File: src/rtl/i2s_pkg.sv
// Shared definitions for the I2S receive path.
// Holds the framing-mode encodings, the legal parameter ranges and the
// capture-state encoding used by the deserialiser.
package i2s_pkg;

    // Framing modes: where the MSB sits relative to the lrck edge
    localparam int unsigned MODE_I2S = 0;  // MSB one bclk after the lrck edge
    localparam int unsigned MODE_LJ  = 1;  // MSB on the lrck-edge bclk

    // Legal parameter ranges
    localparam int unsigned DATA_W_MIN     = 8;
    localparam int unsigned DATA_W_MAX     = 32;
    localparam int unsigned FIFO_DEPTH_MIN = 2;
    localparam int unsigned FIFO_DEPTH_MAX = 64;

    // Deserialiser state: idle until the first slot start, shifting while
    // the word is incomplete, full once DATA_W bits are in (extra bits ignored)
    typedef enum logic [1:0] {
        CAP_IDLE  = 2'd0,
        CAP_SHIFT = 2'd1,
        CAP_FULL  = 2'd2
    } cap_state_e;

endpackage

File: src/rtl/sync_fifo.sv
// Synchronous FIFO with a registered head output.
// Ports:
//   clk, rst          clock, synchronous active-high reset
//   wr_en, wr_data    write request; accepted when not full, or when full
//                     and a read is accepted in the same cycle
//   rd_en             pop the head when not empty
//   rd_data           registered head entry (valid while empty = 0)
//   full, empty       registered occupancy flags
module sync_fifo #(
    parameter int unsigned WIDTH = 32,
    parameter int unsigned DEPTH = 4
) (
    input  logic             clk,
    input  logic             rst,
    input  logic             wr_en,
    input  logic [WIDTH-1:0] wr_data,
    input  logic             rd_en,
    output logic [WIDTH-1:0] rd_data,
    output logic             full,
    output logic             empty
);

    localparam int unsigned ADDR_W = $clog2(DEPTH);
    localparam int unsigned PTR_W  = ADDR_W + 1;
    // Pointer difference when full: only the wrap bit differs
    localparam logic [PTR_W-1:0] FULL_DIFF = PTR_W'(DEPTH);

    logic [WIDTH-1:0] mem_q [DEPTH];
    logic [PTR_W-1:0] wr_ptr_q, wr_ptr_d;
    logic [PTR_W-1:0] rd_ptr_q, rd_ptr_d;
    logic [WIDTH-1:0] rd_data_q, rd_data_d;
    logic             full_q, full_d;
    logic             empty_q, empty_d;
    logic             wr_acc;
    logic             rd_acc;

    // Pointer update and next head selection
    always_comb begin
        rd_acc    = rd_en && !empty_q;
        wr_acc    = wr_en && (!full_q || rd_acc);
        wr_ptr_d  = wr_ptr_q + PTR_W'(wr_acc);
        rd_ptr_d  = rd_ptr_q + PTR_W'(rd_acc);
        full_d    = (wr_ptr_d - rd_ptr_d) == FULL_DIFF;
        empty_d   = (wr_ptr_d == rd_ptr_d);
        rd_data_d = rd_data_q;
        if (!empty_d) begin
            // The new head may be the entry being written right now
            if (wr_acc && (rd_ptr_d == wr_ptr_q)) begin
                rd_data_d = wr_data;
            end else begin
                rd_data_d = mem_q[rd_ptr_d[ADDR_W-1:0]];
            end
        end
    end

    // Storage array (no reset needed, guarded by the pointers)
    always_ff @(posedge clk) begin
        if (wr_acc) begin
            mem_q[wr_ptr_q[ADDR_W-1:0]] <= wr_data;
        end
    end

    // Control and output registers
    always_ff @(posedge clk) begin
        if (rst) begin
            wr_ptr_q  <= '0;
            rd_ptr_q  <= '0;
            rd_data_q <= '0;
            full_q    <= 1'b0;
            empty_q   <= 1'b1;
        end else begin
            wr_ptr_q  <= wr_ptr_d;
            rd_ptr_q  <= rd_ptr_d;
            rd_data_q <= rd_data_d;
            full_q    <= full_d;
            empty_q   <= empty_d;
        end
    end

    assign rd_data = rd_data_q;
    assign full    = full_q;
    assign empty   = empty_q;

endmodule

File: src/rtl/i2s_rx_framer.sv
// I2S / left-justified serial receiver that pairs left and right words
// into stereo frames and buffers them in a FIFO.
// Ports:
//   bclk, rst         bit clock, synchronous active-high reset
//   lrck, sdata       word select (0 = left) and serial data, MSB first
//   clr_ovf           pulse clearing the sticky overflow flag
//   out_ready         downstream accepts the head frame
//   out_valid         head frame present on out_l / out_r
//   out_l, out_r      left / right samples of the head frame
//   ovf               sticky: a complete frame was dropped on a full FIFO
//   err_short         pulse: a slot ended before DATA_W bits were captured
module i2s_rx_framer
    import i2s_pkg::*;
#(
    parameter int unsigned DATA_W     = 16,
    parameter int unsigned MODE       = MODE_I2S,
    parameter int unsigned FIFO_DEPTH = 4
) (
    input  logic              bclk,
    input  logic              rst,
    input  logic              lrck,
    input  logic              sdata,
    input  logic              clr_ovf,
    input  logic              out_ready,
    output logic              out_valid,
    output logic [DATA_W-1:0] out_l,
    output logic [DATA_W-1:0] out_r,
    output logic              ovf,
    output logic              err_short
);

    localparam int unsigned CNT_W   = $clog2(DATA_W + 1);
    localparam int unsigned FRAME_W = 2 * DATA_W;

    logic              lrck_d_q, lrck_d_d;
    logic              lrck_d2_q, lrck_d2_d;
    cap_state_e        cap_state_q, cap_state_d;
    logic [CNT_W-1:0]  cnt_q, cnt_d;
    logic [DATA_W-1:0] shreg_q, shreg_d;
    logic              chan_q, chan_d;
    logic [DATA_W-1:0] pend_l_q, pend_l_d;
    logic              pend_v_q, pend_v_d;
    logic [FRAME_W-1:0] frame_q, frame_d;
    logic              push_q, push_d;
    logic              ovf_q, ovf_d;
    logic              err_short_q, err_short_d;

    logic              slot_start;
    logic              slot_chan;
    logic              word_done;
    logic              word_chan;
    logic [DATA_W-1:0] word_val;
    logic              fifo_full;
    logic              fifo_empty;
    logic              pop;
    logic              drop;
    logic [FRAME_W-1:0] fifo_rd_data;

    // Slot boundary detection; I2S looks one bclk later than left-justified
    always_comb begin
        lrck_d_d  = lrck;
        lrck_d2_d = lrck_d_q;
        if (MODE == MODE_LJ) begin
            slot_start = (lrck != lrck_d_q);
            slot_chan  = lrck;
        end else begin
            slot_start = (lrck_d_q != lrck_d2_q);
            slot_chan  = lrck_d_q;
        end
    end

    // Deserialiser: a word completes after DATA_W bits, or early (left-aligned)
    // when the next slot start cuts it short
    always_comb begin
        cap_state_d = cap_state_q;
        cnt_d       = cnt_q;
        shreg_d     = shreg_q;
        chan_d      = chan_q;
        word_done   = 1'b0;
        word_chan   = chan_q;
        word_val    = '0;
        err_short_d = 1'b0;
        if (slot_start) begin
            if (cap_state_q == CAP_SHIFT) begin
                word_done   = 1'b1;
                word_val    = shreg_q << (CNT_W'(DATA_W) - cnt_q);
                err_short_d = 1'b1;
            end
            cap_state_d = CAP_SHIFT;
            cnt_d       = CNT_W'(1);
            shreg_d     = {{(DATA_W-1){1'b0}}, sdata};
            chan_d      = slot_chan;
        end else if (cap_state_q == CAP_SHIFT) begin
            shreg_d = {shreg_q[DATA_W-2:0], sdata};
            cnt_d   = cnt_q + CNT_W'(1);
            if (cnt_q == CNT_W'(DATA_W - 1)) begin
                cap_state_d = CAP_FULL;
                word_done   = 1'b1;
                word_val    = {shreg_q[DATA_W-2:0], sdata};
            end
        end
    end

    // Left/right pairing; an orphan right word is discarded
    always_comb begin
        pend_l_d = pend_l_q;
        pend_v_d = pend_v_q;
        frame_d  = frame_q;
        push_d   = 1'b0;
        if (word_done) begin
            if (!word_chan) begin
                pend_l_d = word_val;
                pend_v_d = 1'b1;
            end else if (pend_v_q) begin
                frame_d  = {pend_l_q, word_val};
                push_d   = 1'b1;
                pend_v_d = 1'b0;
            end
        end
    end

    // Overflow tracking; a new drop wins over a clear in the same cycle
    always_comb begin
        pop  = out_ready && !fifo_empty;
        drop = push_q && fifo_full && !pop;
        if (drop) begin
            ovf_d = 1'b1;
        end else if (clr_ovf) begin
            ovf_d = 1'b0;
        end else begin
            ovf_d = ovf_q;
        end
    end

    always_ff @(posedge bclk) begin
        if (rst) begin
            lrck_d_q    <= 1'b0;
            lrck_d2_q   <= 1'b0;
            cap_state_q <= CAP_IDLE;
            cnt_q       <= '0;
            shreg_q     <= '0;
            chan_q      <= 1'b0;
            pend_l_q    <= '0;
            pend_v_q    <= 1'b0;
            frame_q     <= '0;
            push_q      <= 1'b0;
            ovf_q       <= 1'b0;
            err_short_q <= 1'b0;
        end else begin
            lrck_d_q    <= lrck_d_d;
            lrck_d2_q   <= lrck_d2_d;
            cap_state_q <= cap_state_d;
            cnt_q       <= cnt_d;
            shreg_q     <= shreg_d;
            chan_q      <= chan_d;
            pend_l_q    <= pend_l_d;
            pend_v_q    <= pend_v_d;
            frame_q     <= frame_d;
            push_q      <= push_d;
            ovf_q       <= ovf_d;
            err_short_q <= err_short_d;
        end
    end

    sync_fifo #(
        .WIDTH (FRAME_W),
        .DEPTH (FIFO_DEPTH)
    ) u_fifo (
        .clk     (bclk),
        .rst     (rst),
        .wr_en   (push_q),
        .wr_data (frame_q),
        .rd_en   (out_ready),
        .rd_data (fifo_rd_data),
        .full    (fifo_full),
        .empty   (fifo_empty)
    );

    assign out_valid = ~fifo_empty;
    assign out_l     = fifo_rd_data[FRAME_W-1:DATA_W];
    assign out_r     = fifo_rd_data[DATA_W-1:0];
    assign ovf       = ovf_q;
    assign err_short = err_short_q;

endmodule

File: config.mk
export PLATFORM = sky130hd
export DESIGN_NAME = i2s_rx_framer
export DESIGN_NICKNAME = d
export VERILOG_FILES = /design/src/rtl/i2s_pkg.sv /design/src/rtl/sync_fifo.sv /design/src/rtl/i2s_rx_framer.sv
export SDC_FILE = /design/constraint.sdc
export NUM_CORES = 1
export LEC_CHECK = 0
export BUFFER_PORTS_ARGS = -buffer_cell sky130_fd_sc_hd__buf_2
export CORE_MARGIN = 2
export CORE_UTILIZATION = 40
export DETAILED_ROUTE_END_ITERATION = 7
export HOLD_SLACK_MARGIN = 0.05
export SETUP_SLACK_MARGIN = 0.3
export SYNTH_ARGS = -nofsm -noshare
export SYNTH_HDL_FRONTEND = slang
export SYNTH_SLANG_ARGS = --single-unit
File: constraint.sdc
create_clock -name bclk -period 3.9 [get_ports bclk]
set_input_delay 0.78 -clock bclk [delete_from_list [all_inputs] [get_ports bclk]]
set_output_delay 0.78 -clock bclk [all_outputs]
set_load 0.02 [all_outputs]
==> impl_metrics.ini <==
[die]
num_rows = 58
initial_utilization_pct = 40.5
core_mm2 = 0.0250
die_w_um = 163
die_y_um = 163
pin_count = 41
dieArea_mm2 = 0.0266

[clock_tree]
clkSinkCount = 246
cts_buffers = 27
cts_tree = yes
cts_setup_buffers = 0
cts_buffer_depth = 3
cts-root-buf = clkbuf_16
clkTransAtPathRegs_ns = 0.06
clock_latency_ns = 0.54
post_cts_resized = 0
cts_hold_buf = 0
htree_levels = 1

[timing]
worstMarginPinSlew_ns = 1.14
rsz0062_at_grt = no
fin_setup_tns_ns = 0
setup_violations = 0
clock_skew_ns = 0.0125
hold_viol_final = 0
slew_headroom_pct = 23.4
fmax_mhz = 329
drv_slew = 0
finalCritPeriodShare_pct = 77.9
min_period_ns = 3.04

[run]
cap_viol_max_count = 0

[setup_path]
crit_start = cnt_q[0]
worstPathArrival_ns = 3.40
crit_path_end = pend_l_q[9]
reg2reg_depth = 7
setup.worst_path.end_class = flop
startpoint_type = flop
critPathRequiredTime_ns = 4.26
cp_max_fo = 13
rrSetupSlack_ns = 0.86
r2r-end = pend_l_q[9]
r2r-start = cnt_q[0]
path_class = flop to flop

[final_layout]
antennaDiodeCount = 0
nFillCells = 2279
final_area_mm2 = 0.0115
areaGrowthSynthToFinish_pct = 13.7
nNetsFinal = 826
drive_gt1_share_pct = 19.8
final_cell_mix = 128 x edfxtp_1, 118 x dfxtp_1, 84 x nor2_1, 74 x nand2_1, 55 x a211oi_1
final_common_cell = edfxtp_1

[run_status]
status = finished clean

[detailed_routing]
drt-initial-drc-count = 360
vias_per_cell = 5.34
wl_per_cell_um = 17.5
finalWirelength_mm = 20.3
remaining_drc_errors = 0
drtAntennaViolNets = 0
route.vias.total = 6206
firstDrtPassIters = 5

[yosys]
synthArstFlopShare_pct = 0
synthMuxAreaShare_pct = 14.1
synth_edf_count = 128
synth_compound_area_share_pct = 7.91
yosys.area_share.simple_pct = 10.5
synthFlopType = edfxtp_1
synth_fa_ha_area_share_pct = 1.11
syn_area_per_cell_um2 = 13.0
ys_seq_elements = 246
synth_warnings = 0
yosysSeqAreaShare_pct = 61.2
synth.distinct_cells = 56
synth_fp_nets = 797
synth_xor_area_share_pct = 1.85
synth_top_family_by_area = multiplexers
syn-cell-area_mm2 = 0.0101
syn_inst = 782

[grt]
grt.total_usage_pct = 15.4
overflow = 0
antenna_found_initial = 0
grt_pass1_vias = 5825
grt_pass1_wl_mm = 32.5
grt_max_degree = 52

[place]
hpwl_mm = 12.4
placed_cell_area_mm2 = 0.0106
portBuffers = 40
place.gp.congestion = 0.810

[power_and_ir_drop]
p_per_area_mw_per_mm2 = 475
vdd_drop_max_uv = 343
leakagePower_uw = 0.00406

[hold_path]
min_path_type = flop to flop
-- per-stage QoR --
step	util (%)	total power [uW]	worst slack (ns)	cells	hold WS (ns)
2_1_floorplan	-	2970	0.619	782	0.432
3_3_place_gp	42.5	3000	0.602	1112	0.444
4_1_cts	46.0	5550	0.841	1162	0.448
6_report	46.0	5480	0.861	1162	0.451
5_1_grt	46.0	5670	0.519	1162	0.479
3_5_place_dp	42.5	3000	0.527	1112	0.448
-- routing by layer --
layer	GRT usage, %	up-vias	wire length [um]
li1	-	2985	-
met1	22.1	3067	9480
met2	24.8	128	9480
met3	2.59	26	985
met4	3.14	0	340
met5	0	-	0
-- synthesized netlist by cell type (2+ instances only) --
cell | count | area share (%)
clkbuf_1 | 35 | 1.3
ha_1 | 9 | 1.1
a211oi_1 | 55 | 4.1
inv_1 | 11 | 0.41
mux4_1 | 2 | 0.52
nor2_2 | 2 | 0.12
nor2_1 | 85 | 3.1
o21ai_0 | 5 | 0.25
or4_1 | 2 | 0.15
xor2_1 | 7 | 0.60
or2_2 | 2 | 0.12
buf_1 | 2 | 0.074
o41ai_1 | 2 | 0.17
a311oi_1 | 2 | 0.17
nor3b_1 | 2 | 0.15
buf_6 | 5 | 0.56
nor2b_1 | 7 | 0.43
dfxtp_1 | 118 | 23
a221oi_1 | 3 | 0.26
nand2_1 | 74 | 2.7
nand2b_1 | 6 | 0.37
nor4_1 | 11 | 0.68
mux4_2 | 39 | 8.7
nor3_1 | 19 | 0.94
xnor2_1 | 7 | 0.60
nand3_1 | 9 | 0.44
mux2i_1 | 47 | 4.6
buf_4 | 3 | 0.22
a21oi_1 | 39 | 1.9
mux2_2 | 3 | 0.33
edfxtp_1 | 128 | 38
xor2_2 | 3 | 0.48
a22oi_1 | 3 | 0.22
buf_2 | 12 | 0.59
a311oi_2 | 2 | 0.30
-- cells by family (layout without fill, tap and decap cells) --
logic type | count (synthesis) | after routing
compound gates | 116 | 116
xor+xnor | 18 | 18
fa+ha+maj | 9 | 9
buf+inv | 70 | 120
flops | 246 | 246
mux | 91 | 91
simple gates | 232 | 232
-- power by group --
group,switching [uW],internal (uW),total (uW)
clock network,1010,1520,2530
registers,13.9,2710,2730
logic,143,74.2,217
total,1170,4310,5480
-- registers in the layout, summed over array words and instances (netlist names) --
| name | count |
|---|---|
| cnt_q | 5 |
| u_fifo.rd_ptr_q | 3 |
| err_short | 1 |
| lrck_d2_d | 1 |
| pend_l_q | 16 |
| u_fifo.empty | 1 |
| chan_q | 1 |
| u_fifo.full | 1 |
| cap_state_q | 2 |
| u_fifo.mem_q | 128 |
| shreg_q | 16 |
| push_q | 1 |
| u_fifo.wr_ptr_q | 3 |
| ovf | 1 |
| lrck_d2_q | 1 |
| u_fifo.rd_data | 32 |
| pend_v_q | 1 |
| frame_q | 32 |
-- how the worst min path moves through the flow --
stage,from,to,slack [ns],cells past startpoint
after global placement,pend_l_q[14],frame_q[30],0.44,2
final,pend_l_q[6],frame_q[22],0.45,2
after CTS,lrck,lrck_d2_d,0.45,2
after global routing,shreg_q[15],shreg_q[15],0.48,2
after floorplan,pend_l_q[0],frame_q[16],0.43,2
after detailed placement,pend_l_q[14],frame_q[30],0.45,2
-- worst max-delay path, stage by stage, from the launching register on --
cell and delay [ns]:
dfxtp_1 0.35, inv_2 0.14, ha_1 0.33, nor3b_2 0.20, xnor2_1 0.90, nor3_1 0.26, a221oi_1 0.55, a211oi_1 0.14
-- final cells by class --
cell class / instances / area [um^2] / area share (%)
Sequential cell: 246 / 6210 / 53.8
Multi-Input combinational cell: 466 / 3630 / 31.5
Clock buffer: 37 / 733 / 6.36
Tap cell: 330 / 413 / 3.58
Timing Repair Buffer: 58 / 338 / 2.93
Clock inverter: 13 / 160 / 1.39
Inverter: 12 / 45.0 / 0.391
Note: power is estimated with default switching activity, not from simulation.
